[src/rtl/mem_arbiter.sv]
// ---------------------------------------------------------------------------
// mem_arbiter
//
// Shares one single-port memory between an instruction-fetch requester (IF)
// and a data-memory requester (DM). Each access owns the memory for
// WAIT_CYCLES cycles (SERVE), then the owner gets a one-cycle Done pulse
// (RESP). When both requesters contend, the one not served last wins.
//
// Parameters
//   WAIT_CYCLES  memory access latency in cycles, legal range 1..15
//
// Ports
//   CLK, RST          clock (rising edge), asynchronous active-high reset
//   IfReq/IfAddr      fetch request (held until IfDone) and byte address
//   IfDone/IfRdData   fetch completion pulse and fetched word
//   DmReq/DmWr        data request (held until DmDone), 1 = store
//   DmAddr/DmWrData   data byte address and store data
//   DmDone/DmRdData   data completion pulse and load result
//   MemEn/MemWr       shared memory enable / write strobe
//   MemAddr/MemWrData shared memory address / write data
//   MemRdData         shared memory read data
//   Stall             high while any request is pending or in service
// ---------------------------------------------------------------------------
module mem_arbiter #(
    parameter int unsigned WAIT_CYCLES = 2
) (
    input  logic        CLK,
    input  logic        RST,
    input  logic        IfReq,
    input  logic [31:0] IfAddr,
    output logic        IfDone,
    output logic [31:0] IfRdData,
    input  logic        DmReq,
    input  logic        DmWr,
    input  logic [31:0] DmAddr,
    input  logic [31:0] DmWrData,
    output logic        DmDone,
    output logic [31:0] DmRdData,
    output logic        MemEn,
    output logic        MemWr,
    output logic [31:0] MemAddr,
    output logic [31:0] MemWrData,
    input  logic [31:0] MemRdData,
    output logic        Stall
);

    typedef enum logic [1:0] {
        IDLE  = 2'd0,
        SERVE = 2'd1,
        RESP  = 2'd2
    } state_t;

    typedef enum logic {
        OWN_IF = 1'b0,
        OWN_DM = 1'b1
    } owner_t;

    // Counter preload so that SERVE lasts exactly WAIT_CYCLES cycles
    // (it counts down to zero inclusive).
    localparam logic [3:0] CNT_LOAD = 4'(WAIT_CYCLES - 1);

    state_t      state_q, state_d;
    owner_t      owner_q, owner_d;
    owner_t      lastGnt_q, lastGnt_d;
    logic [3:0]  cnt_q, cnt_d;
    logic [31:0] ifRdData_q, ifRdData_d;
    logic [31:0] dmRdData_q, dmRdData_d;

    // State register. LastGnt resets to DM so that a simultaneous first
    // request after reset goes to IF.
    always_ff @(posedge CLK or posedge RST) begin
        if (RST) begin
            state_q    <= IDLE;
            owner_q    <= OWN_IF;
            lastGnt_q  <= OWN_DM;
            cnt_q      <= 4'd0;
            ifRdData_q <= 32'd0;
            dmRdData_q <= 32'd0;
        end else begin
            state_q    <= state_d;
            owner_q    <= owner_d;
            lastGnt_q  <= lastGnt_d;
            cnt_q      <= cnt_d;
            ifRdData_q <= ifRdData_d;
            dmRdData_q <= dmRdData_d;
        end
    end

    // Next-state logic: arbitration in IDLE, countdown and read capture in
    // SERVE, round-robin bookkeeping in RESP. Request inputs are not looked
    // at during SERVE, so a dropped request still completes.
    always_comb begin
        state_d    = state_q;
        owner_d    = owner_q;
        lastGnt_d  = lastGnt_q;
        cnt_d      = cnt_q;
        ifRdData_d = ifRdData_q;
        dmRdData_d = dmRdData_q;
        case (state_q)
            IDLE: begin
                if (IfReq || DmReq) begin
                    if (IfReq && DmReq) begin
                        owner_d = (lastGnt_q == OWN_IF) ? OWN_DM : OWN_IF;
                    end else if (DmReq) begin
                        owner_d = OWN_DM;
                    end else begin
                        owner_d = OWN_IF;
                    end
                    cnt_d   = CNT_LOAD;
                    state_d = SERVE;
                end
            end
            SERVE: begin
                if (cnt_q == 4'd0) begin
                    // Memory data is valid in the last SERVE cycle only;
                    // stores leave the load result untouched.
                    if (owner_q == OWN_IF) begin
                        ifRdData_d = MemRdData;
                    end else if (!DmWr) begin
                        dmRdData_d = MemRdData;
                    end
                    state_d = RESP;
                end else begin
                    cnt_d = cnt_q - 4'd1;
                end
            end
            RESP: begin
                lastGnt_d = owner_q;
                state_d   = IDLE;
            end
            default: begin
                state_d = IDLE;
            end
        endcase
    end

    // Output decode: the memory bus is only driven in SERVE and is zero
    // otherwise; Done goes to the owner during RESP.
    always_comb begin
        MemEn     = 1'b0;
        MemWr     = 1'b0;
        MemAddr   = 32'd0;
        MemWrData = 32'd0;
        IfDone    = 1'b0;
        DmDone    = 1'b0;
        case (state_q)
            SERVE: begin
                MemEn = 1'b1;
                if (owner_q == OWN_DM) begin
                    MemWr     = DmWr;
                    MemAddr   = DmAddr;
                    MemWrData = DmWrData;
                end else begin
                    MemAddr = IfAddr;
                end
            end
            RESP: begin
                if (owner_q == OWN_DM) begin
                    DmDone = 1'b1;
                end else begin
                    IfDone = 1'b1;
                end
            end
            default: begin
            end
        endcase
    end

    assign IfRdData = ifRdData_q;
    assign DmRdData = dmRdData_q;

    // Stall drops in the Done cycle so a sole requester can advance.
    assign Stall = (IfReq | DmReq) & ~(IfDone | DmDone);

endmodule
[config.mk]
export PLATFORM = sky130hd
export DESIGN_NAME = mem_arbiter
export DESIGN_NICKNAME = d
export VERILOG_FILES = /design/src/rtl/mem_arbiter.sv
export SDC_FILE = /design/constraint.sdc
export NUM_CORES = 1
export LEC_CHECK = 0
export CORE_UTILIZATION = 31
export DETAILED_ROUTE_END_ITERATION = 10
export GPL_TIMING_DRIVEN = 0
export PLACE_DENSITY = 0.77
export SLEW_MARGIN = 20
export SYNTH_ARGS = -nofsm -noshare
export SYNTH_HDL_FRONTEND = slang
export SYNTH_SLANG_ARGS = --single-unit
[constraint.sdc]
create_clock -name CLK -period 2.09 [get_ports CLK]
set_input_delay 0.418 -clock CLK [delete_from_list [all_inputs] [get_ports CLK]]
set_output_delay 0.418 -clock CLK [all_outputs]
set_load 0.02 [all_outputs]
# Yosys cells after proc, flatten, opt, wreduce, memory -nomap -nowiden
# Cells that the tools add are included.
# totals
in_bits	133
output_inout_bits	133
register_bits	72
# op_classes
n_bitwise	6
add_sub_neg	1
n_eq_ne	5
n_reduce_logical	10
n_mux	20
# ops
cell	count
$mux W32	4
$mux W1	10
$mux W4	2
$pmux W4 S2	1
$ne A2 B2 Y1 const B	3
$reduce_and A3 Y1	2
$logic_not A4 Y1	1
$mux W2	2
$pmux W2 S2	1
$reduce_and A2 Y1	2
$reduce_and A4 Y1	1
$sub A4 B1 Y4 const B	1
$not A1 Y1	3
$eq A2 B1 Y1 const B	1
$eq A2 B2 Y1 const B	1
$logic_not A2 Y1	1
$or A1 B1 Y1	2
$reduce_bool A2 Y1	1
$and A1 B1 Y1	1
$logic_and A1 B1 Y1	1
$logic_or A1 B1 Y1	1

# Logic depth before layout (Yosys ltp)
# logic_depth
depth_word	5
ltp_mapped	7
ltp_nobuf	5

# Worst setup path before layout
# No wires, ideal clock.
# synth_timing
path_type	reg2out
startpoint	register state_q[1]
endpoint	output MemWrData[24]
setup_slack_ns	-0.028
arrival_ns	1.700
required_time_ns	1.672
path_stages_with_launch	7
cell_sequence	dfrtp_1 > nand2b_1 > clkbuf_1 > inv_1 > clkbuf_1 > clkbuf_1 > and3_1
# synth_via
elab_chain_len	2
# synth_rtl
element	line_no	text
from (decl)	62	state_t state_q, state_d;
from (signal assigned)	80	state_q <= state_d;
$eq A2 B1 Y1	146	case (state_q)
$mux W32	146	
to (decl)	42	output logic [31:0] MemWrData,
# Every way passes these cells.

# Worst setup path in the final report
# layout_timing
startpoint	register cnt_q[0]
endpoint	register ifRdData_q[4], in the netlist IfRdData[4]
# layout_via
elab_chain_len	2
# layout_rtl
element	line_no	text
from (decl)	65	logic [3:0] cnt_q, cnt_d;
from (signal assigned)	83	cnt_q <= cnt_d;
$logic_not A4 Y1	114	if (cnt_q == 4'd0) begin
$reduce_and A3 Y1 (no line)	--	
to (signal assigned)	84	ifRdData_q <= ifRdData_d;
to (decl)	66	logic [31:0] ifRdData_q, ifRdData_d;
# Every way passes these cells.
# A chain may end at the register's enable or synchronous reset.

==> impl_metrics.py <==
metrics = {
    "finish": {
        "layout_common_cells": "196 x clkdlybuf4s50_1, 68 x dfrtp_1, 37 x nor2_1, 35 x mux2_2, 31 x mux2i_1",
        "nets": 733,
        "layout_commonest_cell": "clkdlybuf4s50_1",
        "drive_above_1_share": 0.375,
        "final_cell_area_sq_um": 7350,
        "syn2layout_area_growth_pct": 101,
        "n_antenna_cell": 0,
        "instances_no_fill": 746,
    },
    "sta": {
        "finalHoldViolCount": 0,
        "skew_ns": 0.00506,
        "grt_setup_unrepaired": "yes",
        "slew_violations": 0,
        "slew-limit-headroom": 0.647,
        "setup_viol": 4,
        "tns_ns": -0.0118,
        "period_share": 1.00,
        "tightest_slew_ns": 0.528,
        "post-route-min-period_ns": 2.10,
        "fin_ws_ns": -0.00685,
        "timing.fmax_mhz": 477,
    },
    "logic_synthesis": {
        "yosys.area.top_type": "dfrtp_1",
        "syn_area_per_cell_sq_um": 12.5,
        "synth_cells": 294,
        "synth_area_sq_um": 3660,
        "synth_cell_type_count": 31,
        "syn_nets": 429,
        "synth_top_area_share": 0.485,
        "yosysWarningCount": 0,
        "ys_top_cells_by_area": "dfrtp_1 49%, mux2_4 12%, mux2_2 11%",
        "yosys_register_bits": 72,
        "synth_seq_area_share": 0.492,
    },
    "worst_setup_path": {
        "startpoint_type": "flip-flop",
        "path_max_fanout": 8,
        "path_class": "flip-flop to flip-flop",
        "worst_setup_path_end_kind": "flip-flop",
        "crit_required_ns": 2.30,
        "crit_arrival_ns": 2.30,
    },
    "global_route": {
        "grt.total_usage": 0.205,
        "grt_pass1_wl_microns": 19600,
        "antenna_found_initial": 0,
        "overflow": 0,
        "grt_max_degree": 31,
        "grt_pass1_vias": 3659,
    },
    "clock_tree": {
        "clk_path_buf_depth": 2,
        "h-tree-depth": 3,
        "clock-root-buffer": "clkbuf_16",
        "clk_pin_slew_ns": 0.06,
        "clock_latency_ns": 0.33,
        "ctsHoldBuffers": 0,
        "cts_made_buffers": 9,
        "tritoncts": "done",
        "cts.sinks": 72,
    },
    "detailed_routing": {
        "wl_per_cell_microns": 17.8,
        "vias": 3540,
        "wl_microns": 13300,
        "vias_per_cell": 4.75,
        "antenna_left": 0,
        "first_iter_violations": 187,
        "first_pass_iters": 4,
        "drc": 0,
    },
    "floorplan": {
        "core_sq_um": 11500,
        "die_y_microns": 111,
        "io_pins": 266,
        "die_area_sq_um": 12300,
        "die_x_microns": 111,
        "initial_core_util": 0.319,
        "rows": 39,
    },
    "pwr": {
        "power.leakage_uw": 0.00345,
        "ir_worst_vdd_v": 0.000934,
        "powerDensity_nw_per_um2": 1550,
    },
    "place": {
        "postPlaceCellArea_sq_um": 6550,
        "io_buffers": 265,
        "place_hpwl_microns": 9940,
        "dpl_worst_slack_ns": -0.787,
        "routabilityCongestion": 0.844,
        "numPlacedInstances": 704,
    },
    "status": {
        "violations": "setup timing",
        "status": "finished with violations",
    },
    "run": {
        "cap_violations": 0,
    },
    "hold_path": {
        "hold_class": "input pin to async pin",
    },
}
==> sequential cells by signal, summed over array words and instances (netlist names) <==
signal / flops
DmRdData: 32
IfRdData: 32
cnt_q: 4
lastGnt_q: 1
owner_q: 1
state_q: 2
==> layout make-up <==
type	instances	area [sq um]
Fill cell	884	4120
Timing Repair Buffer	297	2970
Multi-Input combinational cell	195	1820
Sequential cell	72	1810
Clock buffer	9	225
Buffer	19	210
Tap cell	143	179
Clock inverter	7	103
Inverter	4	23.8
==> final timing paths <==
path	from	to	slack (ns)	cells past startpoint
min in group CLK	DmRdData[4]	DmRdData[4]	0.50	1
max reg2reg	cnt_q[0]	IfRdData[4]	-0.007	7
min reg2reg	DmRdData[4]	DmRdData[4]	0.50	1
max	cnt_q[0]	IfRdData[4]	-0.007	7
max in group asynchronous	RST	lastGnt_q	1.01	3
min	RST	DmRdData[13]	0.49	2
==> critical path: stages (launching register included) <==
cell	delay, ns
dfrtp_1	0.39
inv_2	0.09
ha_4	0.13
or3b_4	0.37
or3_4	0.38
buf_12	0.16
clkbuf_16	0.16
mux2_4	0.29
==> power breakdown <==
part / internal (uW) / switching [uW] / total, uW
combinational: 3880 / 3380 / 7250
clock: 1060 / 610 / 1670
sequential: 2060 / 420 / 2480
total: 6990 / 4410 / 11400
==> what timing repair did <==
| item | 4_1_cts | 5_1_grt |
|---|---|---|
| setup endpoints to repair | 129 | 115 |
| resized for setup | 321 | 46 |
| pin swaps | 2 | 3 |
| cloned | 1 | 5 |
| buffers inserted | 10 | 14 |
==> synthesized netlist by cell type <==
cell and instances:
a211oi_1 1, a31oi_1 2, a32o_1 1, and2_1 1, and3_1 33, buf_1 3
buf_12 3, buf_2 3, buf_6 1, clkbuf_1 13, dfrtp_1 71, dfstp_2 1
ha_1 2, inv_1 4, mux2_2 35, mux2_4 30, mux2i_1 32, nand2_1 3
nand2b_1 3, nand3_1 2, nand4b_1 1, nor2_1 38, nor2b_1 2, nor3_1 2
nor3b_1 1, o211ai_1 1, o21a_1 1, o21ai_0 1, o32ai_1 1, or3_1 1
or3b_1 1
==> metrics by stage <==
step | hold WS [ns] | total power (uW) | utilization
after floorplan | 0.490 | 5930 | -
after global placement | 0.486 | 8880 | 0.567
after detailed placement | 0.494 | 9010 | 0.571
after CTS | 0.495 | 10900 | 0.611
after global routing | 0.518 | 11900 | 0.641
final | 0.494 | 11400 | 0.641
==> per-layer routing <==
metal / vias up / global-route usage / share of wire
li1: 1644 / - / -
met1: 1703 / 0.216 / 0.38
met2: 166 / 0.376 / 0.53
met3: 27 / 0.0596 / 0.067
met4: 0 / 0.0871 / 0.025
met5: - / 0 / 0
==> cells by family (layout without fill, tap and decap cells) <==
group,count (synthesis),in the layout,share of synthesized area
compound gates,8,8,0.0161
fa+ha+maj,2,2,0.00683
buf+inv,27,336,0.0441
flops,72,72,0.492
mux,97,97,0.318
simple gates,88,88,0.123
Note: power is estimated with default switching activity, not from simulation.
